`src/rtl/fp_intermediate_wb_arbiter_pkg.sv`:
```
// Shared FP writeback types: packet layout used by producers and the
// intermediate writeback arbiter, plus a small index-width helper.
package fpu_types;
  localparam int FP_WB_ID_W      = 3;
  localparam int FP_WB_PAYLOAD_W = 100;

  typedef logic [FP_WB_ID_W-1:0] id_t;

  typedef struct packed {
    id_t                        id;
    logic [FP_WB_PAYLOAD_W-1:0] payload;
  } fp_wb_packet_t;

  // Index width that never collapses to zero bits for a single source.
  function automatic int idx_width(input int n);
    return (n > 1) ? $clog2(n) : 1;
  endfunction
endpackage

```
`src/rtl/fp_intermediate_wb_arbiter_if.sv`:
```
// Bus between the intermediate-result producers, the arbiter and the
// normalise/round stage.
interface fp_intermediate_wb_arbiter_if
  import fpu_types::*;
#(
  parameter int NUM_SRC   = 4,
  parameter int ID_W      = FP_WB_ID_W,
  parameter int PAYLOAD_W = FP_WB_PAYLOAD_W,
  parameter int SRC_W     = idx_width(NUM_SRC)
);
  logic [NUM_SRC-1:0]           src_done;
  logic [NUM_SRC*ID_W-1:0]      src_id;
  logic [NUM_SRC*PAYLOAD_W-1:0] src_payload;
  logic [NUM_SRC-1:0]           src_ack;
  logic                         out_valid;
  logic [ID_W-1:0]              out_id;
  logic [PAYLOAD_W-1:0]         out_payload;
  logic [SRC_W-1:0]             out_src;
  logic                         out_ready;

  modport master (
    output src_done, src_id, src_payload, out_ready,
    input  src_ack, out_valid, out_id, out_payload, out_src
  );

  modport slave (
    input  src_done, src_id, src_payload, out_ready,
    output src_ack, out_valid, out_id, out_payload, out_src
  );
endinterface

```
`src/rtl/fp_intermediate_wb_arbiter_rr_grant.sv`:
```
// Combinational round-robin pick: rotate requests so ptr is bit 0, take the
// lowest set bit, then map the offset back to a source index.
module fp_rr_grant
  import fpu_types::*;
#(
  parameter int NUM_SRC = 4,
  parameter int PTR_W   = idx_width(NUM_SRC)
) (
  input  logic [NUM_SRC-1:0] req,
  input  logic [PTR_W-1:0]   ptr,
  output logic [PTR_W-1:0]   grant,
  output logic               any_req
);
  function automatic int wrap(input int v);
    return (v >= NUM_SRC) ? v - NUM_SRC : v;
  endfunction

  logic [NUM_SRC-1:0] rot;
  int                 sel;

  genvar gi;
  generate
    for (gi = 0; gi < NUM_SRC; gi++) begin : g_rot
      assign rot[gi] = req[wrap(int'(ptr) + gi)];
    end
  endgenerate

  always_comb begin
    sel = 0;
    for (int k = NUM_SRC - 1; k >= 0; k--) begin
      if (rot[k]) sel = k;
    end
  end

  assign grant   = PTR_W'(wrap(int'(ptr) + sel));
  assign any_req = |req;
endmodule

```
`src/rtl/fp_intermediate_wb_arbiter.sv`:
```
// Round-robin serialiser of intermediate FP results into a single registered
// output slot feeding the normalise/round stage.
module fp_intermediate_wb_arbiter
  import fpu_types::*;
#(
  parameter int NUM_SRC   = 4,
  parameter int ID_W      = FP_WB_ID_W,
  parameter int PAYLOAD_W = FP_WB_PAYLOAD_W
) (
  input logic                         clk,
  input logic                         rst,
  fp_intermediate_wb_arbiter_if.slave bus
);
  localparam int SRC_W = idx_width(NUM_SRC);

  logic [ID_W-1:0]      src_id_arr      [NUM_SRC];
  logic [PAYLOAD_W-1:0] src_payload_arr [NUM_SRC];
  logic [NUM_SRC-1:0]   ack;
  logic [SRC_W-1:0]     grant;
  logic [SRC_W-1:0]     rr_ptr_reg, rr_ptr_next;
  logic                 any_req;
  logic                 advance;
  logic                 out_valid_reg;
  logic [ID_W-1:0]      out_id_reg;
  logic [PAYLOAD_W-1:0] out_payload_reg;
  logic [SRC_W-1:0]     out_src_reg;

  assign advance = ~out_valid_reg | bus.out_ready;

  fp_rr_grant #(
    .NUM_SRC (NUM_SRC),
    .PTR_W   (SRC_W)
  ) u_grant (
    .req     (bus.src_done),
    .ptr     (rr_ptr_reg),
    .grant   (grant),
    .any_req (any_req)
  );

  genvar gi;
  generate
    for (gi = 0; gi < NUM_SRC; gi++) begin : g_src
      assign src_id_arr[gi]      = bus.src_id[gi*ID_W +: ID_W];
      assign src_payload_arr[gi] = bus.src_payload[gi*PAYLOAD_W +: PAYLOAD_W];
      // Ack is the load strobe: it only fires when the slot actually takes the result.
      assign ack[gi] = ~rst & advance & any_req & (grant == SRC_W'(gi));
    end
  endgenerate

  always_comb begin
    rr_ptr_next = rr_ptr_reg;
    if (advance && any_req) begin
      rr_ptr_next = (grant == SRC_W'(NUM_SRC - 1)) ? '0 : grant + 1'b1;
    end
  end

  always_ff @(posedge clk) begin
    if (rst) begin
      out_valid_reg <= 1'b0;
      rr_ptr_reg    <= '0;
    end else begin
      rr_ptr_reg <= rr_ptr_next;
      if (advance) out_valid_reg <= any_req;
    end
  end

  // Data side carries no reset; it is ignored whenever out_valid is low.
  always_ff @(posedge clk) begin
    if (advance && any_req) begin
      out_id_reg      <= src_id_arr[grant];
      out_payload_reg <= src_payload_arr[grant];
      out_src_reg     <= grant;
    end
  end

  assign bus.src_ack     = ack;
  assign bus.out_valid   = out_valid_reg;
  assign bus.out_id      = out_id_reg;
  assign bus.out_payload = out_payload_reg;
  assign bus.out_src     = out_src_reg;
endmodule

```
`src/flat_wrapper.sv`:
```
// flat-port wrapper written by rule: the top's interface ports become plain ports
module fp_intermediate_wb_arbiter_flat import fpu_types::*;
#(
  parameter int NUM_SRC   = 4,
  parameter int ID_W      = FP_WB_ID_W,
  parameter int PAYLOAD_W = FP_WB_PAYLOAD_W
)
  (clk, rst, bus_src_done, bus_src_id, bus_src_payload, bus_out_ready, bus_src_ack, bus_out_valid, bus_out_id, bus_out_payload, bus_out_src);
  fp_intermediate_wb_arbiter_if #(.NUM_SRC(NUM_SRC), .ID_W(ID_W), .PAYLOAD_W(PAYLOAD_W)) bus_i ();
  input logic clk;
  input logic rst;
  input wire logic [$bits(bus_i.src_done)-1:0] bus_src_done;
  input wire logic [$bits(bus_i.src_id)-1:0] bus_src_id;
  input wire logic [$bits(bus_i.src_payload)-1:0] bus_src_payload;
  input wire logic [$bits(bus_i.out_ready)-1:0] bus_out_ready;
  output wire logic [$bits(bus_i.src_ack)-1:0] bus_src_ack;
  output wire logic [$bits(bus_i.out_valid)-1:0] bus_out_valid;
  output wire logic [$bits(bus_i.out_id)-1:0] bus_out_id;
  output wire logic [$bits(bus_i.out_payload)-1:0] bus_out_payload;
  output wire logic [$bits(bus_i.out_src)-1:0] bus_out_src;
  assign bus_i.src_done = bus_src_done;
  assign bus_i.src_id = bus_src_id;
  assign bus_i.src_payload = bus_src_payload;
  assign bus_i.out_ready = bus_out_ready;
  assign bus_src_ack = bus_i.src_ack;
  assign bus_out_valid = bus_i.out_valid;
  assign bus_out_id = bus_i.out_id;
  assign bus_out_payload = bus_i.out_payload;
  assign bus_out_src = bus_i.out_src;
  fp_intermediate_wb_arbiter #(.NUM_SRC(NUM_SRC), .ID_W(ID_W), .PAYLOAD_W(PAYLOAD_W)) u_core (.clk(clk), .rst(rst), .bus(bus_i));
endmodule
```
`config.mk`:
```
export PLATFORM = sky130hd
export DESIGN_NAME = fp_intermediate_wb_arbiter_flat
export DESIGN_NICKNAME = d
export VERILOG_FILES = /design/src/rtl/fp_intermediate_wb_arbiter_pkg.sv /design/src/rtl/fp_intermediate_wb_arbiter_if.sv /design/src/rtl/fp_intermediate_wb_arbiter_rr_grant.sv /design/src/rtl/fp_intermediate_wb_arbiter.sv /design/src/flat_wrapper.sv
export SDC_FILE = /design/constraint.sdc
export NUM_CORES = 1
export LEC_CHECK = 0
export ABC_AREA = 1
export CORE_AREA = 5 5 205 207
export DETAILED_ROUTE_END_ITERATION = 8
export DIE_AREA = 0 0 210 212
export GPL_ROUTABILITY_DRIVEN = 0
export PLACE_DENSITY = 0.5
export SLEW_MARGIN = 5
export SYNTH_ARGS = -nofsm -noshare
export SYNTH_HDL_FRONTEND = slang
export SYNTH_HIERARCHICAL = 1
export SYNTH_SLANG_ARGS = --single-unit
export TNS_END_PERCENT = 100
```
`constraint.sdc`:
```
create_clock -name clk -period 13.7 [get_ports clk]
set_input_delay 2.055 -clock clk [delete_from_list [all_inputs] [get_ports clk]]
set_output_delay 2.055 -clock clk [all_outputs]
set_load 0.1 [all_outputs]
```
==> results.txt <==
Cell area after synthesis: 0.00740 mm^2
Slowest stage delay, CP: 1.14 ns
Nets: 1885
CP required: 11.64 ns
Ys async rst share: 0%
Achievable Freq: 115 MHz
CTS resizes: 0
Max FFs per register: 100
Setup TNS: 0 ns
Pin count of the biggest net entering global routing: 149
Detailed Route WL: 34400 um
Final number of max-transition violations: 0
Clk root buf: clkbuf_16
Cells after Synth: 984
Vias in the first global route: 8244
Setup bufs post-CTS: 0
Period utilization: 63.5%
Avg WL per Cell: 17.2 um
Post-synth cell types: 23
Min Tclk post-route: 8.70 ns
Yosys warns: 6
Final ANT Viol Nets: 0
Critical path cell sequence: clkdlybuf4s50_1, inv_1, nand2_1, nand2_1, nand2_1, nand2_1, nand3_1, a21oi_1, ha_4, clkinv_8, buf_4, ha_1, inv_1, nor2_1, clkdlybuf4s50_1
Reg clk slew, reported paths: 0.07 ns
RSZ-0062 raised after global routing: no
Hold crit path type: flop to flop
Number of synthesized register bits: 108
Ant. Diodes: 0
Post-synth top cells: nand2_1, nor2_1, inv_1
Fin. Hold Viols: 0
DIE WIDTH: 210 um
Most used DFF post-synth: edfxtp_1
Final Setup Violations: 0
Most frequent cell after synthesis: nand2_1
Status: completed
Syn Nets: 1408
Antenna violations before repair: 0
Yosys top cell by area: edfxtp_1
Initial drt markers: 421
GR Util All Layers: 14.7%
Finished Layout Cells: 1997
Syn-to-layout area delta: 79.8%
Core area: 0.0402 mm^2
Drt pass-1 iters: 6
Clock buffer depth: 2
Vias/cell: 4.07
Post-synth EDFFs: 105
Number of CTS-inserted buffers: 9
Setup crit start kind: primary input
CTS tree: done
Slew margin rel.: 25.9%
Share of layout cells above drive strength 1: 5.67%
DRC: 0
Worst-Margin Slew: 1.11 ns
Clk_skew: 0.00898 ns
Rows: 74
Hold WS: 0.638 ns
I/O Buffers: 528
Max Cap Viol: 0
Routed vias: 8135
CP Max Fanout: 148
IO Pins: 529
Total Die Area: 0.0445 mm^2
CP max-delay cell: clkdlybuf4s50_1
Placed Instances: 1982
DIE HEIGHT: 212 um
WS Path Type: primary input to output port
Synth area leaders: edfxtp_1, nand2_1, o211ai_1, nor2_1, inv_1
Post-Syn Area per Cell: 7.52 um^2
Final HPWL DP: 26600 um
Clk Latency, worst-skew pair: 0.37 ns
Crit path arrival time: 6.65 ns
Sequential share of the synthesized area: 43.4%
Most frequent cell on the critical path: nand2_1
CTS H-tree lvls: 3
Synth top area share: 42.6%
Clock sink count: 108
First-pass GRT wire length: 50200 um
Gr ovfl total: 0
Initial core utilization: 18.4%
Hold Buf Count CTS: 0
Crit end category: output port
cell families (layout without fill, tap and decap cells):
kind of cell / Yosys count / in the layout / synth area share, %
AOI/OAI and AO/OA: 211 / 211 / 17.7
buffers and inverters: 190 / 671 / 12.0
and+or+nand+nor: 469 / 469 / 25.9
adders and majority gates: 5 / 5 / 0.845
xor gates and xnor gates: 1 / 1 / 0.118
DFF: 108 / 108 / 43.4
through the flow:
step	setup slack [ns]	instance area, um^2	utilization (%)
finish	5.00	13300	33.1
detailed placement	4.92	13000	32.4
floorplan	2.01	7400	-
global route	4.61	13300	33.1
CTS	4.90	13300	33.1
global placement	4.96	13000	32.4
layout make-up:
| class | count | area, um^2 |
|---|---|---|
| tap | 532 | 666 |
| sequential | 108 | 3210 |
| inverter | 121 | 472 |
| clock buffer | 10 | 229 |
| timing repair buffer | 535 | 5340 |
| multi-input combinational | 686 | 3330 |
| clock inverter | 5 | 53.8 |
| fill | 4293 | 26900 |
layout by cell type (no fill, tap or decap), types with 7 or more instances in the layout:
cell | netlist | layout
nor2_2 | 50 | 50
buf_4 | 0 | 7
inv_1 | 118 | 118
nand2_1 | 243 | 242
o211ai_1 | 103 | 103
o21ai_1 | 81 | 81
edfxtp_1 | 105 | 105
clkbuf_16 | 0 | 9
o21ai_0 | 22 | 22
clkdlybuf4s50_1 | 0 | 528
nor2_1 | 162 | 162
layer usage:
metal / up-vias / wire length (um) / share of wire (%) / track usage, %
met5: - / 0 / 0 / 0
met3: 37 / 2380 / 6.9 / 3.85
met4: 0 / 825 / 2.4 / 5.04
met1: 3657 / 14300 / 42 / 18.2
li1: 4161 / - / - / -
met2: 280 / 16900 / 49 / 24.9
worst max-delay path, delay by kind of cell:
kind / cells / cell delay [ns]
AND/OR/NAND/NOR: 6 / 0.48
adder cells (fa/ha/maj): 2 / 0.70
AO/OA/AOI/OAI: 1 / 0.22
buffers and inverters: 6 / 3.09
worst paths after layout:
kind | slack (ns) | depth (start not counted) | from | end
setup / recovery | 5.00 | 15 | bus_src_done[1] | bus_src_ack[0]
hold / removal | 0.64 | 2 | u_core/bus.out_valid$_SDFFE_PP0P_ | u_core/bus.out_valid$_SDFFE_PP0P_
setup reg to reg | 9.48 | 11 | u_core/rr_ptr_reg[0]$_SDFFE_PP0P_ | u_core/bus.out_payload[98]$_DFFE_PP_
hold reg to reg | 0.64 | 2 | u_core/bus.out_valid$_SDFFE_PP0P_ | u_core/bus.out_valid$_SDFFE_PP0P_
Power is not shown: default switching activity piles up to over one toggle a cycle in this logic, so the estimate is an artifact.
==> edit: new RTL, same settings <==
Make the reset (`rst`) asynchronous in one clocked block.
--- a/src/rtl/fp_intermediate_wb_arbiter.sv
+++ b/src/rtl/fp_intermediate_wb_arbiter.sv
@@ -54,7 +54,7 @@
     end
   end
 
-  always_ff @(posedge clk) begin
+  always_ff @(posedge clk or posedge rst) begin
     if (rst) begin
       out_valid_reg <= 1'b0;
       rr_ptr_reg    <= '0;
Behaviour: differs if rst is asserted again (counterexample within 4 cycles, from zero or initial values and one cycle with rst high); with rst held inactive, the same outputs for 4 cycles.
==> edit against the unedited design <==
First-iteration DRC count fell by 2.4%; global-route usage rose by 0.91 points; largest cell class unchanged; count of clock-buffer cells in the layout did not move; critical endpoint is now bus_src_ack[1]; maximum frequency fell by 0.82%; highest routed layer unchanged; cell area rose by 8.7%; worst setup slack got worse by 0.072 ns; non-clock buffer count fell by 1; sequential share of layout area fell by 1.8 points; sequential cell count did not move; routed wire length rose by 6.4%; core utilization rose by 2.9 points; area after synthesis rose by 15%.
Power is left out: the tool's default activity adds up to more than one toggle a clock period on the data nets, which glitch-free logic cannot reach.
==> edit: results <==
export IMPL_dr_pass1_iters=7
export IMPL_cp_max_fo=55
export IMPL_vias=9558
export IMPL_drt_iter0_markers=411
export IMPL_diodes=0
export IMPL_portBuffers=528
export IMPL_yosys_top_cells_count="nand2_1, inv_1, nand3_1"
export IMPL_yosys_warnings=6
export IMPL_postSynthAreaPerCell_um2=6.12
export IMPL_cts_root_buffer="clkbuf_16"
export IMPL_post_cts_setup_buffers=0
export IMPL_grt_max_degree=129
export IMPL_cts_buffers=9
export IMPL_netlist_cell_type_count=19
export IMPL_synthTopCellsByArea="edfxtp_1, nand2_1, inv_1"
export IMPL_worst_hold_path_type="flip-flop to flip-flop"
export IMPL_track_usage_pct=15.6
export IMPL_drive_above_1_share_pct=1.87
export IMPL_worst_skew_pair_late_latency_ns=0.37
export IMPL_dp_hpwl_um=28300
export IMPL_synth_top_area_share_pct=37.0
export IMPL_fin_cells=2405
export IMPL_wl_um=36600
export IMPL_dp_slack_ns=4.91
export IMPL_path_clk_slew_ns=0.08
export IMPL_worst_clock_skew_ns=0.00884
export IMPL_crit_family="buffers and inverters"
export IMPL_whs_path_depth=2
export IMPL_grt_first_pass_wirelength_um=54000
export IMPL_largest_reg_flops=100
export IMPL_ys_seq_area_share_pct=37.8
export IMPL_synth_edf_count=105
export IMPL_slowest_stage="clkdlybuf4s50_1"
export IMPL_outcome="finished clean"
export IMPL_slowest_delay_ns=1.14
export IMPL_worst_r2r_path_depth=16
export IMPL_grt_pass1_vias=9497
export IMPL_relSlewSlack_pct=26.3
export IMPL_cts_htree_levels=3
export IMPL_async_flop_share_pct=2.78
export IMPL_cts_resized=0
export IMPL_final_nets=2293
export IMPL_synth_nets=1817
export IMPL_ys_dominant_reg_cell="edfxtp_1"
export IMPL_antenna_found_initial=0
export IMPL_cts_buffer_depth=2
edit: logic make-up after synthesis:
kind of cell             count (synthesis)  share of synthesized area, %
adder cells (fa/ha/maj)                  5                         0.733
buffers and inverters                  498                          23.5
flip-flops                             108                          37.8
XOR/XNOR                                 1                         0.103
AND/OR/NAND/NOR                        780                          37.7
AO/OA/AOI/OAI                            1                        0.0586
edit: per-layer routing:
layer | routed length, um | part of all wire (%) | track usage, % | vias to the layer above
met3 | 3030 | 8.3 | 4.68 | 31
met4 | 816 | 2.2 | 4.88 | 0
met1 | 14400 | 39 | 18.0 | 4212
li1 | - | - | - | 4966
met2 | 18400 | 50 | 27.8 | 349
met5 | 0 | 0 | 0 | -
edit: final cells by class:
| type | instances | area (um^2) |
|---|---|---|
| multi-input cells | 787 | 3320 |
| clock inverters | 5 | 77.6 |
| repair buffers | 534 | 5330 |
| clock buffers | 10 | 229 |
| well taps | 532 | 666 |
| inverters | 429 | 1630 |
| flip-flops and latches | 108 | 3230 |
| fillers | 4365 | 25700 |
edit: per-stage QoR:
stage	area, um^2	util (%)
after global placement	14200	35.2
final	14500	36.0
after floorplan	8530	-
after detailed placement	14200	35.2
after global routing	14500	36.0
after CTS	14500	36.0
edit: worst paths after layout:
kind | from | end | slack, ns
min in group asynchronous | rst | u_core/bus.out_valid | 1.87
max in group asynchronous | rst | u_core/rr_ptr_reg[1] | 11.67
setup / recovery | bus_src_done[1] | bus_src_ack[1] | 4.93
hold / removal | u_core/bus.out_valid | u_core/bus.out_valid | 0.59
setup reg to reg | u_core/rr_ptr_reg[0] | u_core/bus.out_payload[97] | 9.04
hold reg to reg | u_core/bus.out_valid | u_core/bus.out_valid | 0.59
